==> config.mk <==
export PLATFORM = sky130hd
export DESIGN_NAME = if_fetch_stage
export DESIGN_NICKNAME = d
export VERILOG_FILES = /design/src/rtl/if_fetch_stage.sv
export SDC_FILE = /design/constraint.sdc
export NUM_CORES = 1
export LEC_CHECK = 0
export BUFFER_PORTS_ARGS = -buffer_cell sky130_fd_sc_hd__buf_2
export CAP_MARGIN = 20
export CORE_MARGIN = 2
export CORE_UTILIZATION = 40
export CTS_BUF_LIST = sky130_fd_sc_hd__clkbuf_16
export DETAILED_ROUTE_END_ITERATION = 8
export PLACE_DENSITY_LB_ADDON = 0.25
export SETUP_SLACK_MARGIN = 0.2
export SYNTH_ARGS = -nofsm -noshare
export SYNTH_HDL_FRONTEND = slang
export SYNTH_SLANG_ARGS = --single-unit
==> constraint.sdc <==
create_clock -name clk_i -period 1.9 [get_ports clk_i]
set_input_delay 0.475 -clock clk_i [delete_from_list [all_inputs] [get_ports clk_i]]
set_output_delay 0.475 -clock clk_i [all_outputs]
set_load 0.02 [all_outputs]
==> src/rtl/if_fetch_stage.sv <==
// Instruction fetch stage: PC register, next-PC selection and IF/ID pipeline register.
// Single-cycle fetch with a combinational imem read; a stall freezes the PC and IF/ID, and a redirect flushes IF/ID.
module if_fetch_stage #(
    parameter logic [31:0] RESET_PC  = 32'h0000_0000,
    parameter logic [31:0] NOP_INSTR = 32'h0000_0000
) (
    input  logic        clk_i,
    input  logic        rst_n_i,
    input  logic        start_i,
    input  logic        stall_i,
    input  logic        branch_taken_i,
    input  logic [31:0] branch_target_i,
    input  logic        jump_i,
    input  logic [31:0] jump_target_i,
    output logic [31:0] imem_addr_o,
    input  logic [31:0] imem_instr_i,
    output logic [31:0] if_id_instr_o,
    output logic [31:0] if_id_pc4_o,
    output logic        if_id_valid_o
);

    localparam logic [31:0] ALIGN_MASK = 32'hFFFF_FFFC;
    localparam logic [31:0] RESET_PC_ALIGNED = RESET_PC & ALIGN_MASK;

    typedef enum logic {
        ST_IDLE = 1'b0,
        ST_RUN  = 1'b1
    } state_t;

    typedef enum logic [1:0] {
        ACT_HOLD     = 2'd0,
        ACT_BUBBLE   = 2'd1,
        ACT_REDIRECT = 2'd2,
        ACT_FETCH    = 2'd3
    } act_t;

    state_t      state_q, state_d;
    act_t        act;
    logic [31:0] pc_q, pc_d;
    logic [31:0] instr_q, instr_d;
    logic [31:0] pc4_q, pc4_d;
    logic        valid_q, valid_d;
    logic [31:0] pc_plus4;
    logic [31:0] redirect_target;

    // ---------------- FSM: state register ----------------
    always_ff @(posedge clk_i or negedge rst_n_i) begin
        if (!rst_n_i) begin
            state_q <= ST_IDLE;
        end else begin
            state_q <= state_d;
        end
    end

    // ---------------- FSM: next state ----------------
    always_comb begin
        state_d = state_q;
        case (state_q)
            ST_IDLE: if (start_i)  state_d = ST_RUN;
            ST_RUN:  if (!start_i) state_d = ST_IDLE;
            default: state_d = ST_IDLE;
        endcase
    end

    // ---------------- FSM: outputs (datapath action) ----------------
    // Priority in RUN: stall, then jump, then branch, then sequential fetch.
    always_comb begin
        act = ACT_BUBBLE;
        case (state_q)
            ST_IDLE: act = ACT_BUBBLE;
            ST_RUN: begin
                if (stall_i) begin
                    act = ACT_HOLD;
                end else if (jump_i || branch_taken_i) begin
                    act = ACT_REDIRECT;
                end else begin
                    act = ACT_FETCH;
                end
            end
            default: act = ACT_BUBBLE;
        endcase
    end

    // ---------------- Datapath ----------------
    assign pc_plus4        = pc_q + 32'd4;
    assign redirect_target = jump_i ? jump_target_i : branch_target_i;

    always_comb begin
        pc_d    = pc_q;
        instr_d = instr_q;
        pc4_d   = pc4_q;
        valid_d = valid_q;
        case (act)
            ACT_HOLD: begin
                pc_d    = pc_q;
            end
            ACT_BUBBLE: begin
                instr_d = NOP_INSTR;
                valid_d = 1'b0;
            end
            ACT_REDIRECT: begin
                // pc4 is left as-is on a flush; only valid marks the slot empty.
                pc_d    = redirect_target & ALIGN_MASK;
                instr_d = NOP_INSTR;
                valid_d = 1'b0;
            end
            ACT_FETCH: begin
                pc_d    = pc_plus4 & ALIGN_MASK;
                instr_d = imem_instr_i;
                pc4_d   = pc_plus4;
                valid_d = 1'b1;
            end
            default: begin
                pc_d    = pc_q;
            end
        endcase
    end

    always_ff @(posedge clk_i or negedge rst_n_i) begin
        if (!rst_n_i) begin
            pc_q    <= RESET_PC_ALIGNED;
            instr_q <= NOP_INSTR;
            pc4_q   <= 32'd0;
            valid_q <= 1'b0;
        end else begin
            pc_q    <= pc_d;
            instr_q <= instr_d;
            pc4_q   <= pc4_d;
            valid_q <= valid_d;
        end
    end

    assign imem_addr_o   = pc_q;
    assign if_id_instr_o = instr_q;
    assign if_id_pc4_o   = pc4_q;
    assign if_id_valid_o = valid_q;

endmodule

# Word-level counts from Yosys, hierarchy flattened

Index checks and enable logic that the tools add are counted.

Mux-type cells: 8
Reduce and logical (&&, ||, !) cells: 4
Add/sub/neg operators: 1
Equality and inequality tests: 3
Bitwise gates (word level): 1

Operator list:

| kind                                          | count |
|---|---|
| one-hot mux 32 bit (2 select lines)           | 2 |
| adder 32 x 3 -> 32 bit, second input constant | 1 |
| 2-to-1 mux 32 bit                             | 1 |
| == test 2 bit, second input constant          | 2 |
| one-hot mux 2 bit (2 select lines)            | 1 |
| nonzero test 2 bit                            | 2 |
| == test 2 x 1 -> 1 bit, second input constant | 1 |
| 2-to-1 mux 1 bit                              | 2 |
| 2-to-1 mux 2 bit                              | 1 |
| one-hot mux 1 bit (2 select lines)            | 1 |
| OR reduction 2 bit                            | 1 |
| logical OR 1 bit                              | 1 |
| NOT 1 bit                                     | 1 |

Input bits: 102
Output and inout port bits: 97
Word-level logic and storage cells: 22
Register bits after elaboration: 98

# Longest topological paths before layout

Gate-level depths: netlist (run 1).

Word-level depth: 7
Mapped depth: 8
Depth with buffers taken out: 6

# Least setup slack after synthesis (run 1)

No wires, ideal clock.

Kind: reg-to-reg
Start: reg pc_q[2], in the netlist imem_addr_o[2]
End: reg pc_q[22], in the netlist imem_addr_o[22]
Setup slack: -0.125 ns
Library setup time: 0.121 ns
Data arrival time: 1.904 ns
Data required time: 1.779 ns
Clock period less this slack: 2.025 ns
Buffers on the path: 0
Stages on the path, launching flop included: 7
Cells stage by stage: dfrtp_1 -> ha_1 -> nand4_1 -> nor4_4 -> and4_1 -> a31oi_1 -> o22a_1

Longest elaborated chain between the ends: 2

RTL lines:

| item                                | RTL line | text |
|---|---|---|
| start, declared                     | 39       | `logic [31:0] pc_q, pc_d;` |
| start signal, assigned              | 126      | `pc_q <= pc_d;` |
| adder 32 x 3 -> 32 bit              | 85       | `assign pc_plus4 = pc_q + 32'd4;` |
| one-hot mux 32 bit (2 select lines) | 93       | `case (act)` |

No other way between the ends. The select of a mux whose other input is x is not followed.
A chain may end at the register's enable or synchronous reset.

# Worst setup path in the final report (run 1)

Start: reg pc_q[10], in the netlist imem_addr_o[10]
End: reg pc_q[22], in the netlist imem_addr_o[22]

The elaborated chain is that of the path after synthesis.

==> implementation parameters, run 1 <==
Parameter                              Value

Outcome
  Result of the run ... complete, no violations

Critical path
  Worst reg2reg endpoint ... imem_addr_o[22]$_DFFE_PN0P_
  Worst r2r src ... imem_addr_o[10]$_DFFE_PN0P_
  Crit end category ... register
  Critical Path RT ... 2.13 ns
  WP data arrival ... 1.95 ns
  Internal reg-to-reg setup slack ... 0.18 ns
  Worst-path fanout max ... 5
  Worst reg-to-reg path cell count ... 6
  CP Class ... register to register
  Critical Path Source Type ... register

Place
  Total half-perimeter wirelength after legalization and detailed placement ... 10,300 um
  PortBufs ... 190
  Routability-driven placement congestion ratio ... 0.834
  Pre-CTS worst setup slack ... 0.0237 ns

Power
  Relative contribution of sequential cells to total power ... 0.399
  Net Sw Frac ... 0.337
  Internal power of the cells ... 4.16 mW
  Peak supply drop ... 0.458 mV
  Clock share of power ... 0.315
  Sum of internal, switching and leakage power ... 6.27 mW
  Part of the total power dissipated in combinational logic ... 0.286
  Static leakage ... 3.26 nW
  Power Dens Cells ... 948 mW/mm^2
  Total net switching power ... 2.11 mW

Drt
  Length of routed met3 wiring ... 1100 um
  DRC marker count from the first detailed-route iteration ... 275
  Post-route DRC ... 0
  Routed wire length on met2 ... 6790 um
  Detail Route Antenna Nets ... 0
  Final routed wirelength across all metal layers ... 14,400 um
  Average detailed-routed wire length per instance ... 16.8 um
  Initial DRT Pass Iterations ... 5
  Highest Signal Layer ... met4
  Vias per std cell ... 5.33
  Length of routed wiring on met1 ... 6360 um
  Total number of vias ... 4,558

Floorplan
  Cell row count ... 39
  Die Outline Area ... 0.0125 sq mm
  Die Wd ... 112 um
  Initial core utilization ... 0.408
  Floorplan Core Area ... 0.0114 sq mm
  Num ports ... 199
  Die H ... 112 um

Synth
  Top post-synthesis cells by area ... sky130_fd_sc_hd__dfrtp_1 (51%), sky130_fd_sc_hd__a22o_1 (6.2%), sky130_fd_sc_hd__nand2_1 (5.3%)
  Most instantiated flip-flop cell in the synthesis netlist ... sky130_fd_sc_hd__dfrtp_1
  Mux cell area share after synthesis ... 0.0132
  Gate count after technology mapping ... 480
  Number of synthesis warnings ... 0
  Count of flip-flops with a built-in enable after synthesis ... 0
  Area fraction in and, or, nand and nor cells after synthesis ... 0.149
  Flip-flop and latch count after synthesis ... 94
  Fraction of registers with async set/reset ... 1.00
  Cell types with the highest counts after synthesis ... sky130_fd_sc_hd__dfrtp_1 (94), sky130_fd_sc_hd__nand2_1 (65), sky130_fd_sc_hd__o21ai_0 (42)
  Total standard cell area after synthesis ... 0.00464 sq mm
  Main combinational cell family by area after synthesis ... compound AO/OA/AOI/OAI gates
  Sequential element share of the synthesized area ... 0.507
  Synthesized area per cell ... 9.67 sq um
  Top cell type's share of synthesized area ... 0.507
  Fraction of the mapped netlist area in compound gates ... 0.232
  Count of different cell masters after synthesis ... 52
  Library cell with the highest instance count after synthesis ... sky130_fd_sc_hd__dfrtp_1
  Synthesized-area fraction occupied by adder cells ... 0.00270
  XOR/XNOR Fraction of Synth Area ... 0.0528
  Synth area leader ... sky130_fd_sc_hd__dfrtp_1

Final layout
  Area of combinational cells with multiple inputs ... 0.00227 sq mm
  Fraction of layout instances using a drive strength above 1 ... 0.437
  Reg area ... 0.00236 sq mm
  Fillers ... 984
  Layout overhead on the synthesized area ... 42.6%
  Core occupancy in the finished layout ... 0.582
  Nets ... 810
  Count of inserted antenna diode cells ... 0

STA
  Endpoints failing hold ... 0
  # setup viols final ... 0
  Portion of the clock cycle consumed by the worst path in the final layout ... 0.904
  Setup repair after global routing missed its margin ... true
  Final setup skew ... 0.00417 ns
  Min Clock Period, post-route ... 1.72 ns
  Peak clock frequency supported by timing ... 582 MHz
  Worst Tran Pin Value ... 0.506 ns
  Fin Hold WS ... 0.0415 ns
  Max_slew headroom ... 0.662
  Final max-slew violation count ... 0
  Fin worst setup slack ... 0.183 ns

Clocking
  Clk root buf ... sky130_fd_sc_hd__clkbuf_16
  Clk slew on worst S/H paths ... 0.07 ns
  Clock network latency to the later pin of the worst-skew pair ... 0.34 ns
  Clock sinks ... 94
  CTS H-tree depth ... 3
  Bufs on Longest Clock Path ... 2
  Hold buffers post-CTS ... 0
  Total clock buffers created by CTS ... 9
  Clock tree from TritonCTS ... done

Worst hold path
  Min-Delay Path Class ... input port to asynchronous set/reset pin

Run
  Max-cap check violation count ... 0

Global route
  Overflow after GRT ... 0
  Wire length of the first global-routing pass ... 22,900 um
  Pin count of the biggest net entering global routing ... 48
  Tot GR Track Use ... 0.230
  Initial antenna violation count ... 0
  Number of global-route vias before repair ... 4,479
==> critical path: stages (launching register included) <==
cell                      delay [ns]
sky130_fd_sc_hd__dfrtp_2        0.42
sky130_fd_sc_hd__nand4_4        0.19
sky130_fd_sc_hd__nor4_4         0.30
sky130_fd_sc_hd__buf_4          0.19
sky130_fd_sc_hd__and4_4         0.23
sky130_fd_sc_hd__a31oi_1        0.08
sky130_fd_sc_hd__o22a_1         0.20
==> logic make-up after synthesis <==
kind of cell | count (synthesis)
buffers and inverters | 45
AND/OR/NAND/NOR | 146
other | 1
adder cells (fa/ha/maj) | 1
multiplexers | 6
flip-flops | 94
XOR/XNOR | 28
AO/OA/AOI/OAI | 159
==> metal layers <==
metal | vias to the layer above | GRT usage
li1 | 2190 | -
met1 | 2178 | 0.305
met2 | 179 | 0.373
met3 | 11 | 0.0631
met4 | 0 | 0.0609
met5 | - | 0
==> sequential cells by signal (all words and copies together) (netlist names) <==
| name | count |
|---|---|
| imem_addr_o | 30 |
| if_id_valid_o | 1 |
| if_id_instr_o | 32 |
| state_q | 1 |
| if_id_pc4_o | 30 |
==> cell usage in the layout, fill, tap and decap left out, drive strengths merged, types with 7 or more instances in the layout <==
| cell | Yosys | routed |
|---|---|---|
| xnor2 | 13 | 13 |
| nor3 | 10 | 10 |
| clkbuf | 22 | 9 |
| o21ai | 46 | 46 |
| nor2 | 30 | 30 |
| a22o | 33 | 33 |
| dfrtp | 94 | 94 |
| nand2 | 65 | 65 |
| o22a | 7 | 7 |
| xor2 | 15 | 15 |
| nand3 | 13 | 13 |
| a21oi | 28 | 28 |
| o22ai | 11 | 11 |
| buf | 18 | 253 |
| nand4 | 8 | 8 |
==> cell type report <==
class,count,share of cell area
Multi-Input combinational cell,344,0.342
Clock buffer,9,0.0340
Inverter,5,0.00284
Tap cell,143,0.0270
Timing Repair Buffer,253,0.222
Clock inverter,7,0.0147
Sequential cell,94,0.357
==> repair_timing <==
item | CTS | global route
buffers inserted | 8 | 3
setup endpoints to repair | 22 | 36
pin swaps | 6 | 13
gates resized for setup | 12 | 24
gates cloned | 1 | 0
==> worst max-delay path by stage <==
stage | to | depth (start not counted) | from
3_3_place_gp | imem_addr_o[22]$_DFFE_PN0P_ | 6 | imem_addr_o[3]$_DFFE_PN0P_
3_5_place_dp | imem_addr_o[22]$_DFFE_PN0P_ | 6 | imem_addr_o[3]$_DFFE_PN0P_
6_report | imem_addr_o[22]$_DFFE_PN0P_ | 6 | imem_addr_o[10]$_DFFE_PN0P_
4_1_cts | imem_addr_o[22]$_DFFE_PN0P_ | 8 | imem_addr_o[3]$_DFFE_PN0P_
2_1_floorplan | imem_addr_o[22]$_DFFE_PN0P_ | 6 | imem_addr_o[2]$_DFFE_PN0P_
5_1_grt | imem_addr_o[28]$_DFFE_PN0P_ | 8 | imem_addr_o[3]$_DFFE_PN0P_
==> power groups by stage <==
stage               Sequential [mW]  Clock (mW)  Combinational (mW)
detailed placement             2.54           0                1.70
floorplan                      2.92           0               0.587
global route                   2.54        2.11                1.95
CTS                            2.50        2.01                1.76
finish                         2.50        1.98                1.80
global placement               2.53           0                1.67
==> metrics by stage <==
stage / instance area, sq um / cells / setup TNS [ns]
2_1_floorplan: 4720 / 483 / -0.115
3_3_place_gp: 6070 / 827 / 0
3_5_place_dp: 6070 / 827 / 0
4_1_cts: 6520 / 852 / 0
5_1_grt: 6620 / 855 / 0
6_report: 6620 / 855 / 0
Power figures use the tool's default switching activity.
==> run 2: changes to the inputs <==
Settings changed: SETUP_SLACK_MARGIN 0.2 to unset.
==> run 2 against run 1 <==
- core utilization down 2.1 points
- clock-buffer cell count stayed put
- worst setup slack worse by 0.084 ns
- non-clock buffer count is 8 lower
==> implementation parameters, run 2 (synthesis gave the netlist of run 1 again) <==
Parameter                              Value

Outcome
  Result of the run ... complete, no violations

Global route
  Wire length of the first global-routing pass ... 22,800 um (-0.63%)
  Pin count of the biggest net entering global routing ... 95 (+98%)
  Number of global-route vias before repair ... 4,330 (-3.3%)
  Tot GR Track Use ... 0.229 (-0.000418)
  Initial antenna violation count ... 1 (+1)
  Overflow after GRT ... 0 (unchanged)

Final layout
  Fraction of layout instances using a drive strength above 1 ... 0.395 (-0.0419)
  Design area ... 0.00637 sq mm (-3.7%)
  Leading cell type in the layout, fill and taps excluded ... sky130_fd_sc_hd__buf_2
  Area of combinational cells with multiple inputs ... 0.00215 sq mm (-5.2%)
  Nets ... 802 (-0.99%)
  Fillers ... 1,059 (+7.6%)
  Core occupancy in the finished layout ... 0.561 (-0.0213)
  Commonest cells after routing, fill and taps aside ... sky130_fd_sc_hd__buf_2 (189), sky130_fd_sc_hd__dfrtp_1 (91), sky130_fd_sc_hd__nand2_1 (64)
  Reg area ... 0.00236 sq mm (-0.32%)
  Non-filler cells, final ... 847 (-0.94%)
  Count of inserted antenna diode cells ... 0 (unchanged)
  Number of flip-flops under the largest register name ... 32 (unchanged)
  Layout overhead on the synthesized area ... 37.3%

Power
  Power Dens Cells ... 937 mW/mm^2 (-1.2%)
  Static leakage ... 3.18 nW (-2.6%)
  Sum of internal, switching and leakage power ... 5.97 mW (-4.8%)
  Peak supply drop ... 0.460 mV (+0.42%)

Critical path
  Worst reg2reg endpoint ... imem_addr_o[29]$_DFFE_PN0P_
  Number of buffers and inverters on the critical path ... 1 (unchanged)
  WP data arrival ... 2.05 ns (+0.10 ns)
  Crit end category ... register
  Critical Path Source Type ... register
  Worst reg-to-reg path cell count ... 6 (unchanged)
  Critical path capture point ... imem_addr_o[29]$_DFFE_PN0P_
  CP Class ... register to register
  Number of cells on the critical path ... 6 (unchanged)
  Worst-path fanout max ... 5 (unchanged)
  Cells along the critical path ... nand3_1, nor4_2, buf_4, and3_1, nor3_1, a311oi_1
  Worst r2r src ... imem_addr_o[19]$_DFFE_PN0P_
  Standard cell with the maximum stage delay on the critical path ... sky130_fd_sc_hd__dfrtp_1
  Internal reg-to-reg setup slack ... 0.1 ns (-0.08 ns)
  Critical Path RT ... 2.15 ns (+0.02 ns)
  Family of cells with the greatest summed delay on the critical path ... simple AND/OR/NAND/NOR gates
  Critical path launch point ... imem_addr_o[19]$_DFFE_PN0P_
  Largest incremental delay on the critical path ... 0.43 ns (about the same)

Floorplan
  Die Outline Area ... 0.0125 sq mm (unchanged)
  Num ports ... 199 (unchanged)
  Die Wd ... 112 um (unchanged)
  Die H ... 112 um (unchanged)
  Initial core utilization ... 0.408 (unchanged)
  Floorplan Core Area ... 0.0114 sq mm (unchanged)
  Cell row count ... 39 (unchanged)

Drt
  Highest Signal Layer ... met5
  Initial DRT Pass Iterations ... 4 (-1)
  Length of routed wiring on met1 ... 6330 um (-0.46%)
  Final routed wirelength across all metal layers ... 14,100 um (-2.3%)
  Average detailed-routed wire length per instance ... 16.6 um (-1.3%)
  DRC marker count from the first detailed-route iteration ... 289 (+5.1%)
  Routed wire length on met2 ... 6360 um (-6.3%)
  Total number of vias ... 4,490 (-1.5%)
  Length of routed met3 wiring ... 1140 um (+3.6%)
  Post-route DRC ... 0 (unchanged)
  Vias per std cell ... 5.30 (-0.56%)
  Detail Route Antenna Nets ... 0 (unchanged)

Worst hold path
  Min-Delay Path Class ... input port to asynchronous set/reset pin

Clocking
  Bufs on Longest Clock Path ... 2 (unchanged)
  Clock tree from TritonCTS ... done
  Total clock buffers created by CTS ... 9 (unchanged)
  CTS H-tree depth ... 3 (unchanged)
  Clock network latency to the later pin of the worst-skew pair ... 0.35 ns (about the same)
  Clock sinks ... 94 (unchanged)
  Clk root buf ... sky130_fd_sc_hd__clkbuf_16
  Clk slew on worst S/H paths ... 0.07 ns (about the same)

Place
  Routability-driven placement congestion ratio ... 0.830 (-0.49%)
  Total half-perimeter wirelength after legalization and detailed placement ... 10,200 um (-0.68%)
  PortBufs ... 190 (unchanged)
  Placement Cell Area ... 0.00603 sq mm (-0.54%)
  Placed insts ... 826 (-0.12%)

STA
  Total negative slack for setup checks ... 0 ns (unchanged)
  Peak clock frequency supported by timing ... 555 MHz (-4.6%)
  # setup viols final ... 0 (unchanged)
  Worst Tran Pin Value ... 0.536 ns (+0.0297 ns)
  Portion of the clock cycle consumed by the worst path in the final layout ... 0.948 (+0.0439)
  Final max-slew violation count ... 0 (unchanged)
  Min Clock Period, post-route ... 1.80 ns (+0.0835 ns)
  Endpoints failing hold ... 0 (unchanged)
  Final setup skew ... 0.00640 ns (+0.00223 ns)
  Max_slew headroom ... 0.643 (-0.0198)

Run
  Max-cap check violation count ... 0 (unchanged)
==> run 2: cell count changes in the layout (fill, tap and decap cells not counted), moves of 3 or more <==
cell / change
sky130_fd_sc_hd__dfrtp_1: +6
sky130_fd_sc_hd__o21ai_0: +7
sky130_fd_sc_hd__and3_4: -3
sky130_fd_sc_hd__nand3_1: +3
sky130_fd_sc_hd__and3_1: +3
sky130_fd_sc_hd__dfrtp_2: -6
sky130_fd_sc_hd__buf_4: -6
sky130_fd_sc_hd__o21ai_1: -7
==> run 2: how the worst min path moves through the flow <==
stage	cells after the start	startpoint	end	slack, ns
after global routing	1	start_i	state_q$_DFF_PN0_	0.22
after detailed placement	2	if_id_valid_o$_DFFE_PN0P_	if_id_valid_o$_DFFE_PN0P_	0.46
after floorplan	0	rst_n_i	if_id_instr_o[0]$_DFFE_PN0P_	0.18
after CTS	2	rst_n_i	if_id_pc4_o[9]$_DFFE_PN0P_	0.20
after global placement	2	if_id_pc4_o[10]$_DFFE_PN0P_	if_id_pc4_o[10]$_DFFE_PN0P_	0.46
final	2	rst_n_i	if_id_pc4_o[9]$_DFFE_PN0P_	0.14
==> run 2: power by group <==
| group | switching, mW | internal (mW) |
|---|---|---|
| sequential | 0.222 | 2.29 |
| combinational | 1.02 | 0.671 |
| clock | 0.771 | 0.999 |
| total | 2.01 | 3.96 |
==> run 2: metrics by stage <==
stage	hold WS [ns]	worst slack, ns
after floorplan	0.179	-0.0627
after detailed placement	0.458	-0.0558
after global routing	0.219	-0.0227
after CTS	0.198	0.0567
final	0.141	0.0997
after global placement	0.457	0.0250
==> run 2: final cells by class <==
| class | count | area share |
|---|---|---|
| Multi-Input combinational cell | 344 | 0.337 |
| Sequential cell | 94 | 0.370 |
| Clock buffer | 9 | 0.0353 |
| Clock inverter | 7 | 0.00903 |
| Inverter | 5 | 0.00294 |
| Timing Repair Buffer | 245 | 0.218 |
| Tap cell | 143 | 0.0281 |
==> run 2: repair_timing <==
action / 4_1_cts / 5_1_grt
resized for setup: 1 / 4
setup endpoints to repair: 4 / 10
setup buffers: 2 / 3
hold buffers: 0 / 0
pin swaps: 1 / 1
==> run 2: metal layers <==
metal / global-route usage / up-vias
li1: - / 2167
met1: 0.319 / 2118
met2: 0.347 / 184
met3: 0.0577 / 19
met4: 0.0856 / 2
met5: 0 / -
